--- src/rtl/handshaked_reg_chain.sv ---
// ============================================================================
//  Module   : handshaked_reg_chain
//  Purpose  : Chain of DEPTH valid/ready register stages. Adds DEPTH cycles of
//             registered latency to a handshaked stream with full throughput,
//             backpressure, bubble collapsing, flush and occupancy reporting.
//  Config   : `define HANDSHAKED_REG_CHAIN_DATA_RST_EN to make rst also load
//             INIT_VAL into every data register. When undefined, only the
//             valid bits and the occupancy counter are reset.
//  Ports    : clk, rst           - clock, synchronous active-high reset
//             i_din_data/_vld    - upstream payload and valid
//             o_din_rd           - upstream ready
//             o_dout_data/_vld   - downstream payload and valid (last stage)
//             i_dout_rd          - downstream ready
//             i_flush            - synchronous clear of all stages
//             o_occupancy        - number of stages holding valid data
//  Revision : 1.0 - initial release
// ============================================================================
`default_nettype none

module handshaked_reg_chain #(
  parameter int                    DATA_WIDTH = 8,
  parameter int                    DEPTH      = 2,
  parameter logic [DATA_WIDTH-1:0] INIT_VAL   = '0
) (
  input  logic                         clk,
  input  logic                         rst,
  input  logic [DATA_WIDTH-1:0]        i_din_data,
  input  logic                         i_din_vld,
  output logic                         o_din_rd,
  output logic [DATA_WIDTH-1:0]        o_dout_data,
  output logic                         o_dout_vld,
  input  logic                         i_dout_rd,
  input  logic                         i_flush,
  output logic [$clog2(DEPTH+1)-1:0]   o_occupancy
);

  localparam int OCC_W = $clog2(DEPTH+1);

  // w_rd[i] is the ready seen by stage i; w_rd[DEPTH] is the sink's ready.
  // A stage is ready when it is empty or its content moves on this cycle,
  // which is what lets an empty stage absorb words while the output stalls.
  logic [DEPTH:0]      w_rd;
  logic [DEPTH-1:0]    w_vld;
  logic                w_in_xfer;
  logic                w_out_xfer;
  logic [OCC_W-1:0]    r_occ;

  assign w_rd[DEPTH] = i_dout_rd;
  assign o_din_rd    = w_rd[0] & ~i_flush & ~rst;
  assign w_in_xfer   = i_din_vld & o_din_rd;
  assign w_out_xfer  = w_vld[DEPTH-1] & i_dout_rd;

  for (genvar i = 0; i < DEPTH; i++) begin : g_stage
    logic                  r_vld;
    logic [DATA_WIDTH-1:0] r_data;
    logic                  w_up_vld;
    logic [DATA_WIDTH-1:0] w_up_data;

    assign w_rd[i]  = ~r_vld | w_rd[i+1];
    assign w_vld[i] = r_vld;

    if (i == 0) begin : g_head
      // Only a completed input handshake may create a valid word.
      assign w_up_vld  = w_in_xfer;
      assign w_up_data = i_din_data;
    end else begin : g_body
      assign w_up_vld  = g_stage[i-1].r_vld;
      assign w_up_data = g_stage[i-1].r_data;
    end

    always_ff @(posedge clk) begin
      if (rst || i_flush) begin
        r_vld <= 1'b0;
      end else if (w_rd[i]) begin
        r_vld <= w_up_vld;
      end
    end

`ifdef HANDSHAKED_REG_CHAIN_DATA_RST_EN
    always_ff @(posedge clk) begin
      if (rst) begin
        r_data <= INIT_VAL;
      end else if (w_rd[i]) begin
        r_data <= w_up_data;
      end
    end
`else
    // Payload is don't-care while its valid bit is low, so no reset here.
    always_ff @(posedge clk) begin
      if (w_rd[i]) begin
        r_data <= w_up_data;
      end
    end
`endif
  end

`ifndef HANDSHAKED_REG_CHAIN_DATA_RST_EN
  // INIT_VAL only matters for the data-reset build.
  logic w_unused_init;
  assign w_unused_init = ^INIT_VAL;
`endif

  assign o_dout_vld  = g_stage[DEPTH-1].r_vld;
  assign o_dout_data = g_stage[DEPTH-1].r_data;

  // Occupancy tracks handshakes directly; simultaneous in/out cancel out.
  always_ff @(posedge clk) begin
    if (rst || i_flush) begin
      r_occ <= '0;
    end else if (w_in_xfer && !w_out_xfer) begin
      r_occ <= r_occ + 1'b1;
    end else if (!w_in_xfer && w_out_xfer) begin
      r_occ <= r_occ - 1'b1;
    end
  end

  assign o_occupancy = r_occ;

endmodule

`default_nettype wire

--- config.mk ---
export PLATFORM = sky130hd
export DESIGN_NAME = handshaked_reg_chain
export DESIGN_NICKNAME = d
export VERILOG_FILES = /design/src/rtl/handshaked_reg_chain.sv
export SDC_FILE = /design/constraint.sdc
export NUM_CORES = 1
export LEC_CHECK = 0
export BUFFER_PORTS_ARGS = -buffer_cell sky130_fd_sc_hd__buf_2
export CORE_MARGIN = 1
export CORE_UTILIZATION = 45
export DETAILED_ROUTE_END_ITERATION = 16
export GPL_ROUTABILITY_DRIVEN = 0
export GPL_TIMING_DRIVEN = 0
export MAX_ROUTING_LAYER = met4
export PLACE_DENSITY = 0.74
export SKIP_CTS_REPAIR_TIMING = 1
export SLEW_MARGIN = 5
export SYNTH_ARGS = -nofsm -noshare
export SYNTH_HDL_FRONTEND = slang
export SYNTH_SLANG_ARGS = --single-unit
--- constraint.sdc ---
create_clock -name clk -period 2.9 [get_ports clk]
set_input_delay 0.725 -clock clk [delete_from_list [all_inputs] [get_ports clk]]
set_output_delay 0.725 -clock clk [all_outputs]
set_load 0.05 [all_outputs]
**Yosys cells after proc, flatten, opt, wreduce, memory -nomap -nowiden**

Cells that the tools add are included.
W data, S select, Z words.

- Register bits after elaboration: 20
- Bits of input ports: 13
- Output and inout bits: 12

- $add $sub $neg: 2
- Mux-type cells: 2
- Bitwise operators: 10
- Reductions and logical operators: 6

Operators with widths:

| cell | count |
|---|---|
| $and A1 B1 Y1 | 4 |
| $mux W2 | 2 |
| $not A1 Y1 | 4 |
| $add A2 B1 Y2 const B | 1 |
| $logic_and A1 B1 Y1 | 2 |
| $logic_not A1 Y1 | 2 |
| $or A1 B1 Y1 | 2 |
| $reduce_bool A2 Y1 | 1 |
| $sub A2 B1 Y2 const B | 1 |
| $logic_or A1 B1 Y1 | 1 |

**Depth between registers and ports, before layout**

Gate-level depths: netlist of the first run.

- Word-level depth: 10
- Depth in mapped cells: 7
- Gate-level depth less buffers: 7

**Worst setup path before layout of the first run**

No wires, ideal clock.

- Kind: input port to flip-flop
- From: input i_dout_rd
- To: register r_occ[1], in the netlist o_occupancy[1]
- Setup time: 0.070 ns
- Arrival: 2.166 ns
- Path slack: 0.664 ns
- Cell stages on the path: 6
- Buffers on the path: 0
- Cell sequence: nor2b_1 > nand2_1 > and3_1 > ha_1 > or3_1 > a21boi_1

- Cells in the longest elaborated chain, start to end: 8

RTL lines:

| element | line | source |
|---|---|---|
| from (decl) | 32 | `input logic i_dout_rd,` |
| $or A1 B1 Y1 (*) (2 in series) | 59 | `assign w_rd[i] = ~r_vld \| w_rd[i+1];` |
| $and A1 B1 Y1 (*) (2 in series) | 49 | `assign o_din_rd = w_rd[0] & ~i_flush & ~rst;` |
| $and A1 B1 Y1 (*) | 50 | `assign w_in_xfer = i_din_vld & o_din_rd;` |
| net g_stage[0].w_up_vld | 56 | `logic w_up_vld;` |
| $logic_not A1 Y1 | 112 | `end else if (!w_in_xfer && w_out_xfer) begin` |
| $logic_and A1 B1 Y1 | 112 |  |
| $reduce_bool A2 Y1 (no line) | n/a |  |
| to (signal assigned) | 111 | `r_occ <= r_occ + 1'b1;` |
| to (signal assigned) | 113 | `r_occ <= r_occ - 1'b1;` |
| to (decl) | 46 | `logic [OCC_W-1:0] r_occ;` |

The timed path passes the listed nets; every way through them passes the cells marked *.
A chain may end at the register's enable or synchronous reset.

**Worst setup path in the final report of the first run**

- From: input i_dout_rd
- To: output o_din_rd

- Cells in the longest elaborated chain, start to end: 4

RTL lines:

| element | line | source |
|---|---|---|
| $or A1 B1 Y1 (2 in series) | 59 |  |
| $and A1 B1 Y1 (2 in series) | 49 |  |
| to (decl) | 29 | `output logic o_din_rd,` |

No other way between the ends.

==> out/summary.txt, run 1 <==
cell row count: 13
CP Data Required Time: 2.17 ns
drt wl/cell: 11.8 µm
Arrival @ worst endpoint: 1.82 ns
remaining global-route overflow: 0
most frequent CP cell: buf_2
vias per cell: 4.71
vias post-DR: 377
WP buf/inv: 2
post-synth cell types: 16
Nets: 80
final setup vio count: 0
Setup crit end kind: primary output
most common cell after layout, fill and taps aside: buf_2
WHS Path Cells: 0
Max Slew Vio Count: 0
number of buffers added on ports: 24
Max Root-Sink Buffers: 2
worst hold path endpoint: o_dout_data[3]$_DFFE_PP_
total core area: 1330 µm²
CTS tree: built
first-pass GRT wire length: 1390 µm
Worst setup SP type: primary input
Die Width: 40.5 µm
initial DRC count: 3
Slew HR: 75.0%
outcome: completed
Post-Syn Area: 666 µm²
Fmax: 0.393 GHz
CTS root buffer: clkbuf_4
Fin Setup TNS: 0 ns
most frequent cells in the layout: 24 x buf_2, 16 x edfxtp_1, 4 x dfxtp_1, 3 x clkbuf_4
reg2reg start: o_dout_vld$_SDFFE_PP0P_
Place WS: 0.312 ns
number of H-tree levels: 1
post-route setup slack: 0.356 ns
drt pass-1 iters: 2
IR drop worst, VDD: 0.363 mV
initial antenna violation count: 0
flop-to-flop setup slack: 0.77 ns
HP Start: g_stage[0].r_data[3]$_DFFE_PN_
worst clock skew: 0.000968 ns
Power Density: 636 nW/µm²
drt total wl: 940 µm
Post-DRT Antenna Nets: 0
Worst-path clk slew: 0.10 ns
Die ar.: 1640 µm²
Setup Crit Path Kind: in -> out
final hold vios: 0
Seq cells post-synth: 20
# fillers: 111
crit path max-delay cell type: nand2_1
RSZ-0062 raised after global routing: no
share of layout cells above drive strength 1: 43.1%
largest net degree at the start of global routing: 12
ant diodes: 0
fin crit period: 2.54 ns
CP cell instances: buf_2, nor2b_1, nand2_1, and2_1, buf_2
drt drc: 0
CTS Buf Count: 3
vias in the first global route: 327
Die Height: 40.5 µm
crit-path max FO: 10
Synth warnings: 0
Ports: 25
syn avg cell area: 18.0 µm²
period utilization: 87.7%
sequential share of the synthesized area: 84.2%
Synth Instances: 37
clk sinks: 20
Reg2Reg Depth: 6
Largest stage delay, worst path: 0.31 ns
Worst-Skew Late Latency: 0.29 ns
Worst Max-Slew Pin Slew: 0.374 ns
worst r2r dst: o_occupancy[1]$_SDFFE_PP0P_
Worst path top cell family by delay: simple AND/OR/NAND/NOR gates
Layout area overhead: 26.3%
LEAKAGE: 0.000365 µW
Hold WC Path Type: reg -> reg
post-synth net total: 51
gr usage total: 14.5%
number of max-cap violations: 0
Initial Util: 49.9%
==> layout make-up <==
cell class	instances	area (µm²)	share of cell area, %
sequential	20	561	66.7
timing repair buffer	24	120	14.3
multi-input combinational	16	101	12.1
clock buffer	4	36.3	4.32
tap	15	18.8	2.23
inverter	1	3.75	0.446
==> where the power goes <==
group          internal (µW)  leakage, µW  switching, µW
logic                   14.7     0.000142           38.7
registers                323     0.000202           3.96
clock network           76.5    0.0000210           77.5
total                    414     0.000365            120
==> per-layer routing <==
metal	global-route usage [%]	up-vias	part of all wire, %
li1	-	191	-
met5	-	-	0
met3	6.67	2	5.6
met2	21.4	11	52
met4	7.50	0	0.74
met1	16.2	173	41
==> synthesized netlist by cell type <==
| master | number | area, µm² |
|---|---|---|
| a21boi_1 | 1 | 7.51 |
| a21oi_1 | 1 | 5.00 |
| and2_1 | 1 | 6.26 |
| and3_1 | 1 | 6.26 |
| dfxtp_1 | 4 | 80.1 |
| edfxtp_1 | 16 | 480 |
| ha_1 | 1 | 12.5 |
| inv_1 | 1 | 3.75 |
| nand2_1 | 2 | 7.51 |
| nor2_1 | 1 | 3.75 |
| nor2b_1 | 1 | 6.26 |
| nor3_1 | 2 | 10.0 |
| o21a_1 | 1 | 7.51 |
| o21ai_0 | 1 | 5.00 |
| or3_1 | 1 | 6.26 |
| xor2_1 | 2 | 17.5 |
==> sequential cells by signal, summed over array words and instances (netlist names) <==
register / count
o_occupancy: 2
o_dout_vld: 1
g_stage.r_data: 8
o_dout_data: 8
g_stage.r_vld: 1
==> metrics by stage <==
step	util, %	cell area [µm²]	instances	power, µW	hold slack [ns]
after global placement	60.3	805	76	387	0.401
after CTS	63.0	841	80	539	0.429
after detailed placement	60.3	805	76	388	0.405
after global routing	63.0	841	80	554	0.440
final	63.0	841	80	535	0.427
after floorplan	-	666	37	370	0.400
==> kinds of logic (layout without fill, tap and decap cells) <==
group                    count (synthesis)  after routing  share of synthesized area (%)
adder cells (fa/ha/maj)                  1              1                           1.88
buffers and inverters                    1             29                          0.563
flip-flops                              20             20                           84.2
AO/OA/AOI/OAI                            4              4                           3.76
AND/OR/NAND/NOR                          9              9                           6.96
XOR/XNOR                                 2              2                           2.63
==> worst max path at each step <==
stage / from / cells past startpoint / slack, ns / endpoint
6_report: i_dout_rd / 5 / 0.36 / o_din_rd
5_1_grt: i_dout_rd / 5 / 0.26 / o_din_rd
4_1_cts: i_dout_rd / 5 / 0.34 / o_din_rd
3_5_place_dp: i_dout_rd / 7 / 0.31 / o_occupancy[1]$_SDFFE_PP0P_
3_3_place_gp: i_dout_rd / 7 / 0.37 / o_occupancy[1]$_SDFFE_PP0P_
2_1_floorplan: i_dout_rd / 6 / 0.66 / o_occupancy[1]$_SDFFE_PP0P_
(Power assumes the default switching activity.)
==> run 2: changes to the inputs <==
--- a/config.mk
+++ b/config.mk
@@ -10,7 +10,7 @@
 export CORE_UTILIZATION = 45
 export DETAILED_ROUTE_END_ITERATION = 16
 export GPL_ROUTABILITY_DRIVEN = 0
-export GPL_TIMING_DRIVEN = 0
+export GPL_TIMING_DRIVEN = 1
 export MAX_ROUTING_LAYER = met4
 export PLACE_DENSITY = 0.74
 export SKIP_CTS_REPAIR_TIMING = 1
==> run 2 against run 1 <==
Compared with the run above:
- utilization shrank 0.75 points
- sequential power is essentially flat
- flip-flop and latch count is the same
- clock skew grew 0.0012 ns
- wire length grew 11%
- worst hold slack lost 0.00066 ns
- combinational power grew 1%
- power shrank 4.9%
- via count grew 5.8%
- register-to-register slack gained 0.02 ns
- cell area shrank 1.2%
- worst setup slack gained 0.021 ns
- largest power group unchanged
==> out/summary.txt, run 2 (synthesis gave the netlist of run 1 again) <==
multi-input logic area: 101 µm²
dpl cell area: 805 µm²
flop-to-flop setup slack: 0.79 ns
vias in the first global route: 350
largest net degree at the start of global routing: 12
Cell Count Post-Placement: 76
DRT met1 WL: 424 µm
Slew HR: 75.4%
Setup Crit Path Kind: in -> out
reg2reg start: o_dout_vld$_SDFFE_PP0P_
Post-DRT Antenna Nets: 0
number of max-cap violations: 0
HP Start: g_stage[0].r_data[4]$_DFFE_PN_
vias per cell: 4.99
Power Density: 612 nW/µm²
Die Height: 40.5 µm
drt wl/cell: 13.0 µm
WHS Path Cells: 0
Worst setup SP type: primary input
Final Non-Filler Cells: 80
fin crit period: 2.52 ns
most frequent cells in the layout: 24 x buf_2, 16 x edfxtp_1, 4 x dfxtp_1, 3 x clkbuf_4
first-pass GRT wire length: 1430 µm
Worst Max-Slew Pin Slew: 0.368 ns
# fillers: 104
Setup crit end kind: primary output
wire length on met3: 59 µm
Initial Util: 49.9%
Arrival @ worst endpoint: 1.80 ns
WHS: 0.427 ns
gr usage total: 15.1%
initial DRC count: 4
CP cell instances: buf_2, nor2b_1, nand2_1, and2_1, buf_2
vias post-DR: 399
total core area: 1330 µm²
Hold WC Path Type: reg -> reg
cell row count: 13
Reg2Reg Depth: 6
worst r2r dst: o_occupancy[1]$_SDFFE_PP0P_
Die Width: 40.5 µm
crit path max-delay cell type: nand2_1
LEAKAGE: 0.000359 µW
crit-path max FO: 10
most common cell after layout, fill and taps aside: buf_2
Nets: 80
drt drc: 0
Layout area overhead: 24.8%
clk sinks: 20
Fmax: 0.396 GHz
Routed met2 length: 551 µm
Final Cell Area: 831 µm²
RSZ-0062 raised after global routing: no
Worst-Skew Late Latency: 0.28 ns
worst hold path endpoint: o_dout_data[4]$_DFFE_PP_
drt total wl: 1040 µm
drt pass-1 iters: 4
worst clock skew: 0.00217 ns
CP Data Required Time: 2.17 ns
post-detail-place hpwl: 751 µm
Fin Setup TNS: 0 ns
Ports: 25
initial antenna violation count: 0
outcome: completed
Die ar.: 1640 µm²
Max Root-Sink Buffers: 2
CTS tree: built
number of buffers added on ports: 24
number of H-tree levels: 1
final setup vio count: 0
share of layout cells above drive strength 1: 41.5%
max layer used: met4
IR drop worst, VDD: 0.290 mV
remaining global-route overflow: 0
ant diodes: 0
most frequent CP cell: buf_2
CTS root buffer: clkbuf_4
final hold vios: 0
Largest stage delay, worst path: 0.30 ns
period utilization: 87.0%
CTS Buf Count: 3
Max Slew Vio Count: 0
Worst-path clk slew: 0.10 ns
footprint of the flip-flops and latches: 561 µm²
run 2: cell counts in the layout (fill, tap and decap cells not counted):
Identical to the previous run, type by type.
run 2: area by class of cell:
type | count | area share [%]
inverters | 1 | 0.452
multi-input cells | 16 | 12.2
clock buffers | 4 | 3.16
well taps | 15 | 2.26
repair buffers | 24 | 14.5
flip-flops and latches | 20 | 67.5
run 2: worst max path at each step:
stage / start / to / slack [ns] / cells after the start
after detailed placement: i_dout_rd / o_occupancy[1]$_SDFFE_PP0P_ / 0.35 / 7
final: i_dout_rd / o_din_rd / 0.38 / 5
after global placement: i_dout_rd / o_occupancy[1]$_SDFFE_PP0P_ / 0.45 / 7
after CTS: i_dout_rd / o_din_rd / 0.39 / 5
after global routing: i_dout_rd / o_din_rd / 0.31 / 5
after floorplan: i_dout_rd / o_occupancy[1]$_SDFFE_PP0P_ / 0.66 / 6
run 2: report_power, final:
part	internal, µW	switching, µW	total (µW)
Combinational	14.8	39.3	54.1
Clock	53.4	73.0	126
Sequential	323	4.49	328
Total	391	117	508
run 2: stage by stage:
| stage | power, µW | utilization (%) | setup slack, ns |
|---|---|---|---|
| 2_1_floorplan | 370 | - | 0.664 |
| 3_3_place_gp | 387 | 60.3 | 0.451 |
| 3_5_place_dp | 388 | 60.3 | 0.353 |
| 4_1_cts | 511 | 62.3 | 0.393 |
| 5_1_grt | 528 | 62.3 | 0.308 |
| 6_report | 508 | 62.3 | 0.377 |
run 2: routing by layer:
metal  GRT usage, %  vias to the layer above
met4           8.33                        0
met3           5.00                        2
li1               -                      193
met1           14.6                      187
met5              -                        -
met2           26.2                       17
run 2: critical path: cells and delay by family:
kind | cells | cell delay (ns)
buf+inv | 2 | 0.30
simple gates | 3 | 0.77
